===== config.mk =====
export PLATFORM = sky130hd
export DESIGN_NAME = sp_ram_responder
export DESIGN_NICKNAME = d
export VERILOG_FILES = /design/src/rtl/sp_ram_pkg.sv /design/src/rtl/sp_ram_core.sv /design/src/rtl/sp_ram_responder.sv
export SDC_FILE = /design/constraint.sdc
export NUM_CORES = 2
export LEC_CHECK = 0
export BUFFER_PORTS_ARGS = -buffer_cell sky130_fd_sc_hd__clkbuf_2
export CAP_MARGIN = 40
export CORE_MARGIN = 5
export CORE_UTILIZATION = 45
export DETAILED_ROUTE_END_ITERATION = 12
export HOLD_SLACK_MARGIN = 0.08
export PLACE_DENSITY = 0.6
export SLEW_MARGIN = 25
export SYNTH_ARGS = -nofsm -noshare
export SYNTH_HDL_FRONTEND = slang
export SYNTH_SLANG_ARGS = --single-unit

===== constraint.sdc =====
create_clock -name clk -period 6.5 [get_ports clk]
set_input_delay 0.975 -clock clk [delete_from_list [all_inputs] [get_ports clk]]
set_output_delay 0.975 -clock clk [all_outputs]
set_load 0.02 [all_outputs]

===== src/rtl/sp_ram_pkg.sv =====
// Shared types and constants for the single-port RAM responder.
package sp_ram_pkg;

   typedef enum logic {
      ST_CLEAR,
      ST_RUN
   } state_e;

   // Bit positions inside the err output.
   localparam int ERR_COLL = 0;
   localparam int ERR_ADDR = 1;
   localparam int ERR_BUSY = 2;
   localparam int ERR_W    = 3;

endpackage


===== src/rtl/sp_ram_core.sv =====
// DEPTH x DATA_W storage with one shared address: write port plus 1-cycle registered read.
module sp_ram_core
   import sp_ram_pkg::*;
#(
   parameter int DATA_W = 8,
   parameter int ADDR_W = 8,
   parameter int DEPTH  = 256
) (
   input  logic              clk,
   input  logic              rst_n,
   input  logic              we,
   input  logic              re,
   input  logic [ADDR_W-1:0] addr,
   input  logic [DATA_W-1:0] wdata,
   output logic [DATA_W-1:0] rdata
);

   // Index width sized to the array; callers only present in-range addresses.
   localparam int IDX_W = (DEPTH > 1) ? $clog2(DEPTH) : 1;

   logic [DATA_W-1:0] mem [DEPTH];
   logic [IDX_W-1:0]  idx;

   assign idx = addr[IDX_W-1:0];

   // Array contents are deliberately left out of reset.
   always_ff @(posedge clk) begin
      if (we) mem[idx] <= wdata;
   end

   // Read register holds its value until the next read.
   always_ff @(posedge clk or negedge rst_n) begin
      if (!rst_n)  rdata <= '0;
      else if (re) rdata <= mem[idx];
   end

endmodule


===== src/rtl/sp_ram_responder.sv =====
// RAM responder: zero-fill FSM, request decode with error flags, read latency pipeline.
// rst_n is expected to be released synchronously to clk by the surrounding reset logic.
module sp_ram_responder
   import sp_ram_pkg::*;
#(
   parameter int DATA_W         = 8,
   parameter int ADDR_W         = 8,
   parameter int DEPTH          = 256,
   parameter int RD_LATENCY     = 1,
   parameter bit CLEAR_ON_RESET = 1'b1
) (
   input  logic              clk,
   input  logic              rst_n,
   input  logic [ADDR_W-1:0] address,
   input  logic [DATA_W-1:0] data,
   input  logic              rden,
   input  logic              wren,
   output logic [DATA_W-1:0] q,
   output logic              q_valid,
   output logic              ready,
   output logic [ERR_W-1:0]  err
);

   localparam logic [ADDR_W:0] DEPTH_L = (ADDR_W + 1)'(DEPTH);
   localparam state_e          ST_RST  = CLEAR_ON_RESET ? ST_CLEAR : ST_RUN;

   state_e            state, state_nx;
   logic [ADDR_W:0]   clr_addr, clr_addr_nx;
   logic              clr_we;

   logic              in_range, rd_fire, busy, coll, addr_bad;
   logic              req_we_d;
   logic [ADDR_W-1:0] req_addr_d;
   logic [DATA_W-1:0] req_data_d;

   logic              req_we;
   logic [ADDR_W-1:0] req_addr;
   logic [DATA_W-1:0] req_data;
   logic [DATA_W-1:0] core_q;
   logic [RD_LATENCY:0] vld_pipe;   // [0] = read issued to core, [k] = k edges later

   assign ready = (state == ST_RUN);

   // FSM state and clear counter.
   always_ff @(posedge clk or negedge rst_n) begin
      if (!rst_n) begin
         state    <= ST_RST;
         clr_addr <= '0;
      end else begin
         state    <= state_nx;
         clr_addr <= clr_addr_nx;
      end
   end

   // CLEAR writes one zero per cycle, then spends one more edge moving to RUN.
   always_comb begin
      state_nx    = state;
      clr_addr_nx = clr_addr;
      clr_we      = 1'b0;
      if (state == ST_CLEAR) begin
         if (clr_addr == DEPTH_L) begin
            state_nx = ST_RUN;
         end else begin
            clr_we      = 1'b1;
            clr_addr_nx = clr_addr + 1'b1;
         end
      end
   end

   // Request decode: busy wins over collision/range; read is dropped on collision.
   always_comb begin
      in_range   = ({1'b0, address} < DEPTH_L);
      busy       = !ready && (rden || wren);
      coll       = ready && rden && wren;
      addr_bad   = ready && (rden || wren) && !in_range;
      rd_fire    = ready && rden && !wren && in_range;
      req_we_d   = clr_we || (ready && wren && in_range);
      req_addr_d = clr_we ? clr_addr[ADDR_W-1:0] : address;
      req_data_d = clr_we ? '0 : data;
   end

   // Registered request into the core, error pulses and the read-valid shift register.
   always_ff @(posedge clk or negedge rst_n) begin
      if (!rst_n) begin
         req_we   <= 1'b0;
         req_addr <= '0;
         req_data <= '0;
         err      <= '0;
         vld_pipe <= '0;
      end else begin
         req_we   <= req_we_d;
         req_addr <= req_addr_d;
         req_data <= req_data_d;
         err[ERR_COLL] <= coll;
         err[ERR_ADDR] <= addr_bad;
         err[ERR_BUSY] <= busy;
         vld_pipe <= {vld_pipe[RD_LATENCY-1:0], rd_fire};
      end
   end

   sp_ram_core #(
      .DATA_W (DATA_W),
      .ADDR_W (ADDR_W),
      .DEPTH  (DEPTH)
   ) u_core (
      .clk   (clk),
      .rst_n (rst_n),
      .we    (req_we),
      .re    (vld_pipe[0]),
      .addr  (req_addr),
      .wdata (req_data),
      .rdata (core_q)
   );

   assign q_valid = vld_pipe[RD_LATENCY];

   generate
      if (RD_LATENCY == 1) begin : g_q_direct
         assign q = core_q;
      end else begin : g_q_dly
         logic [RD_LATENCY:2][DATA_W-1:0] dly;
         // Each stage loads only with a valid result so q holds between reads.
         always_ff @(posedge clk or negedge rst_n) begin
            if (!rst_n) begin
               dly <= '0;
            end else begin
               if (vld_pipe[1]) dly[2] <= core_q;
               for (int k = 3; k <= RD_LATENCY; k++)
                  if (vld_pipe[k-1]) dly[k] <= dly[k-1];
            end
         end
         assign q = dly[RD_LATENCY];
      end
   endgenerate

endmodule


# --- Yosys cells after proc, flatten, opt, wreduce, memory -nomap -nowiden ---
# Memories as Yosys holds them, arrays and structs flattened. A register that Yosys moved wholly into a read port is not among the register bits.
# Index checks and enable logic that the tools add are counted.
word_totals:
  reg_bits: 31
  ramBits: 2048
  input_bits: 20
  output_inout_bits: 13
  wordCells: 31
  memories: 1
mem_list:
  columns: ["memory", "words", "word_bits", "read_ports", "rd_ports_with_merged_regs", "wr", "line_no", "source"]
  rows:
  - ["u_core.mem", 256, 8, 1, 1, 1, "sp_ram_core.sv:21", "logic [DATA_W-1:0] mem [DEPTH];"]
classes:
  n_addsub: 1
  eq_ne: 1
  n_mux: 8
  bitwise_logic: 2
  n_reduce_logical: 11
ops:
  columns: ["operator", "n"]
  rows:
  - ["two-way mux 8 bit", 2]
  - ["adder 9 x 1 -> 9 bit, second input constant", 1]
  - ["equality test 9 bit, second input constant", 1]
  - ["two-way mux 1 bit", 6]
  - ["logical AND 1 bit", 5]
  - ["zero test 1 bit", 3]
  - ["logical OR 1 bit", 2]
  - ["NOT 1 bit", 2]
  - ["AND reduction 2 bit", 1]

# --- Logic depth before layout (Yosys ltp) ---
logic_depth:
  depth_word: 4
  ltp_mapped: 12

# --- Cells and area by module ---
# A second synthesis with hierarchy kept.
hier_totals:
  cells_unflattened: 3685
  area_unflattened_um2: 80756.2
by_module_without_submodules:
  columns: ["mod", "instances", "cells_per_inst", "area_per_inst_um2", "seq_area_each_um2"]
  rows:
  - ["sp_ram_core", 1, 3591, 79532.5, 61699.2]
  - ["sp_ram_responder", 1, 94, 1223.7, 775.7]

# --- Least setup slack after synthesis ---
# No wires, ideal clock.
synth_timing:
  kind: "register -> register"
  from: "register req_data[0]"
  to: "memory u_core.mem[0][0], data pin"
  t_arrival_ps: 3169
  slack_ps: 2531
  stages_incl_launch_ff: 1
  n_path_buf: 0
  period_less_slack_ps: 3969
  cell_sequence: "dfrtp_1"
synth_rtl:
  columns: ["item", "line_no", "source"]
  rows:
  - ["start: declaration", "sp_ram_responder.sv:38", "logic [DATA_W-1:0] req_data;"]
  - ["start signal: assignment", "sp_ram_responder.sv:93", "req_data <= req_data_d;"]
  - ["end: declaration", "sp_ram_core.sv:21", null]
# No word-level cell before the write port.

==> impl_metrics.tcl <==
set metrics [dict create \
    synth_flop_cell "edfxtp_1" \
    track_usage_pct 22.8 \
    fillers 13905 \
    tns_ns 0 \
    worstPathCellList "buf_4, nor2b_4, buf_4, nand2_2, o221ai_1, nor4_1, o21ai_1, a41oi_1" \
    gp_congestion 0.831 \
    hpwl_um 133000 \
    power_density_nw_per_um2 286 \
    netlist_area_um2 80800 \
    yosysWarningCount 0 \
    async_flop_share_pct 1.87 \
    cts_buffers 207 \
    finClkSkew_ns 0.0380 \
    synth-seq-area-share_pct 77.3 \
    arrival_ns 5.06 \
    dp_cells 6209 \
    tightest_slew_ns 1.19 \
    critPathRequiredTime_ns 7.16 \
    grt_pass1_wl_um 304000 \
    tritoncts "built" \
    yosysTopAreaCell "edfxtp_1" \
    cp_slowest_cell "dfrtp_4" \
    io_pins 33 \
    core-area_um2 179000 \
    max_freq_mhz 227 \
    ys_types 59 \
    end_kind "register" \
    critPathTopFamily "compound AO/OA/AOI/OAI gates" \
    firstDrtPassIters 6 \
    synth-seq-cells 2087 \
    leakagePower_nw 27.5 \
    finalCritPeriodShare_pct 67.7 \
    clk_latency_ns 0.85 \
    initial_core_util_pct 45.2 \
    worst-path-max-fanout 33 \
    yosys-top-cells-area "edfxtp_1, mux4_2, mux2i_1" \
    cts.sinks 2087 \
    rows 155 \
    cp_slowest_stage_delay_ns 0.86 \
    netlist.area_leader.share_pct 76.1 \
    avgSynthCellArea_um2 21.1 \
    avgViaCountPerCell 6.09 \
    wire_per_inst_um 32.1 \
    remaining_drc_errors 0 \
    finalPower_w 0.0264 \
    grt_pass1_vias 40425 \
    drive_above_1_share_pct 27.5 \
    routed_wl_um 215000 \
    register_area_um2 62500 \
    worstSetupPathType "register to register" \
    area_delta_synth_final_pct 14.4 \
    cts_hold_buf 0 \
    status "completed" \
    vias 40687 \
    cp_num_buf_inv 2 \
    syn_inst 3824 \
    fin_cells 6681 \
    cts_root_buffer "clkbuf_16" \
    slew_headroom_pct 20.7 \
    hold_viol 0 \
    drv_cap 0 \
    die_area_um2 188000 \
    post-cts-setup-buffers 0 \
    grt-ovfl-total 0 \
    final_max_slew_viol_count 0 \
    die_x_um 434 \
    rsz0062_at_grt "false" \
    hold_path_class "primary input to async pin" \
    htreeDepth 4 \
    start_kind "register" \
    finalCriticalPeriod_ns 4.40 \
    clock_path_buffers 3 \
    syn-num-nets 3846 \
    path_clk_slew_ns 0.06 \
    die_h_um 434 \
    portBuffers 31 \
    multi_input_comb_area_um2 17300 \
    cp_common_cell "buf_4" \
    setup_viol 0 \
    antenna_found_initial 6 \
    layout_commonest_cell "edfxtp_1" \
    ant_nets 0 \
    ctsResizeCount 0 \
    ir_worst_vdd_v 0.000294 \
    layout.nets 4154 \
    drtIter0Drc 5087 \
    synth_edf_count 2048 \
    grt_max_degree 196 \
    most-common-layout-cells "edfxtp_1, mux4_2, buf_4, nor2_1, clkbuf_16" \
]
==> sequential cells by signal, indices dropped and copies added, names as in the netlist, 2 cells and up <==
register and cells:
clr_addr 9, err 2, req_addr 8, req_data 8, u_core.mem 2048, u_core.rdata 8, vld_pipe 2
==> worst paths after layout <==
kind | slack (ns) | startpoint | endpoint | depth (start not counted)
worst min register to register | 0.49 | clr_addr[8] | clr_addr[8] | 1
worst max-delay path | 2.10 | req_addr[2] | u_core.rdata[2] | 8
worst max register to register | 2.10 | req_addr[2] | u_core.rdata[2] | 8
max in group asynchronous | 5.73 | rst_n | req_addr[2] | 2
worst min-delay path | 0.24 | rst_n | req_data[5] | 2
min in group clk | 0.34 | wren | vld_pipe[0] | 2
==> per-layer routing <==
layer	vias up	routed length (um)	global-route usage [%]	share of wire [%]
li1	16634	-	-	-
met1	21713	86400	32.4	40
met2	1976	102000	35.5	47
met3	362	18100	4.42	8.5
met4	2	8560	8.25	4.0
met5	-	17	0	0.0079
==> power breakdown <==
group / internal (W) / total (W) / switching [W]
Sequential: 0.0145 / 0.0145 / 0.0000000613
Combinational: 0.00000538 / 0.0000144 / 0.00000899
Clock: 0.00673 / 0.0118 / 0.00512
Total: 0.0213 / 0.0264 / 0.00513
==> synthesized netlist by cell type, types with 29 or more instances <==
| cell type | number |
|---|---|
| a21oi_1 | 30 |
| a22oi_1 | 70 |
| buf_2 | 87 |
| buf_4 | 40 |
| clkbuf_1 | 91 |
| dfrtp_1 | 39 |
| edfxtp_1 | 2048 |
| mux2i_1 | 135 |
| mux4_2 | 486 |
| nand2_1 | 76 |
| nand3_1 | 57 |
| nor2_1 | 248 |
| nor2b_1 | 29 |
| nor3_1 | 57 |
| o21ai_0 | 33 |
| o22ai_1 | 69 |
==> final cells by class <==
class	instances	share of cell area, %
clock inverters	123	1.34
multi-input cells	1490	18.7
diodes	13	0.0352
inverters	11	0.0447
flip-flops and latches	2087	67.6
clock buffers	267	5.92
well taps	2355	3.19
repair buffers	335	3.16
==> metrics by stage <==
step                      setup slack (ns)  hold slack (ns)  util, %  instance area, um2
after floorplan                       2.53            0.406        -               80800
after global placement                1.43            0.484     47.0               84000
after detailed placement              2.01            0.483     47.6               85100
after CTS                             1.99            0.205     51.4               91800
after global routing                  2.08            0.253     51.8               92500
final                                 2.10            0.242     51.8               92500
==> kinds of logic (layout without fill, tap and decap cells) <==
family | count (synthesis) | count (layout) | synth area share (%)
other | 1 | 14 | 0.00464
muxes | 645 | 645 | 15.6
AOI/OAI and AO/OA | 294 | 294 | 2.51
and+or+nand+nor | 540 | 540 | 3.01
buffers and inverters | 247 | 736 | 1.48
adders and majority gates | 2 | 2 | 0.0310
xor gates and xnor gates | 8 | 8 | 0.0867
DFF | 2087 | 2087 | 77.3
Note: power is estimated with default switching activity, not from simulation.
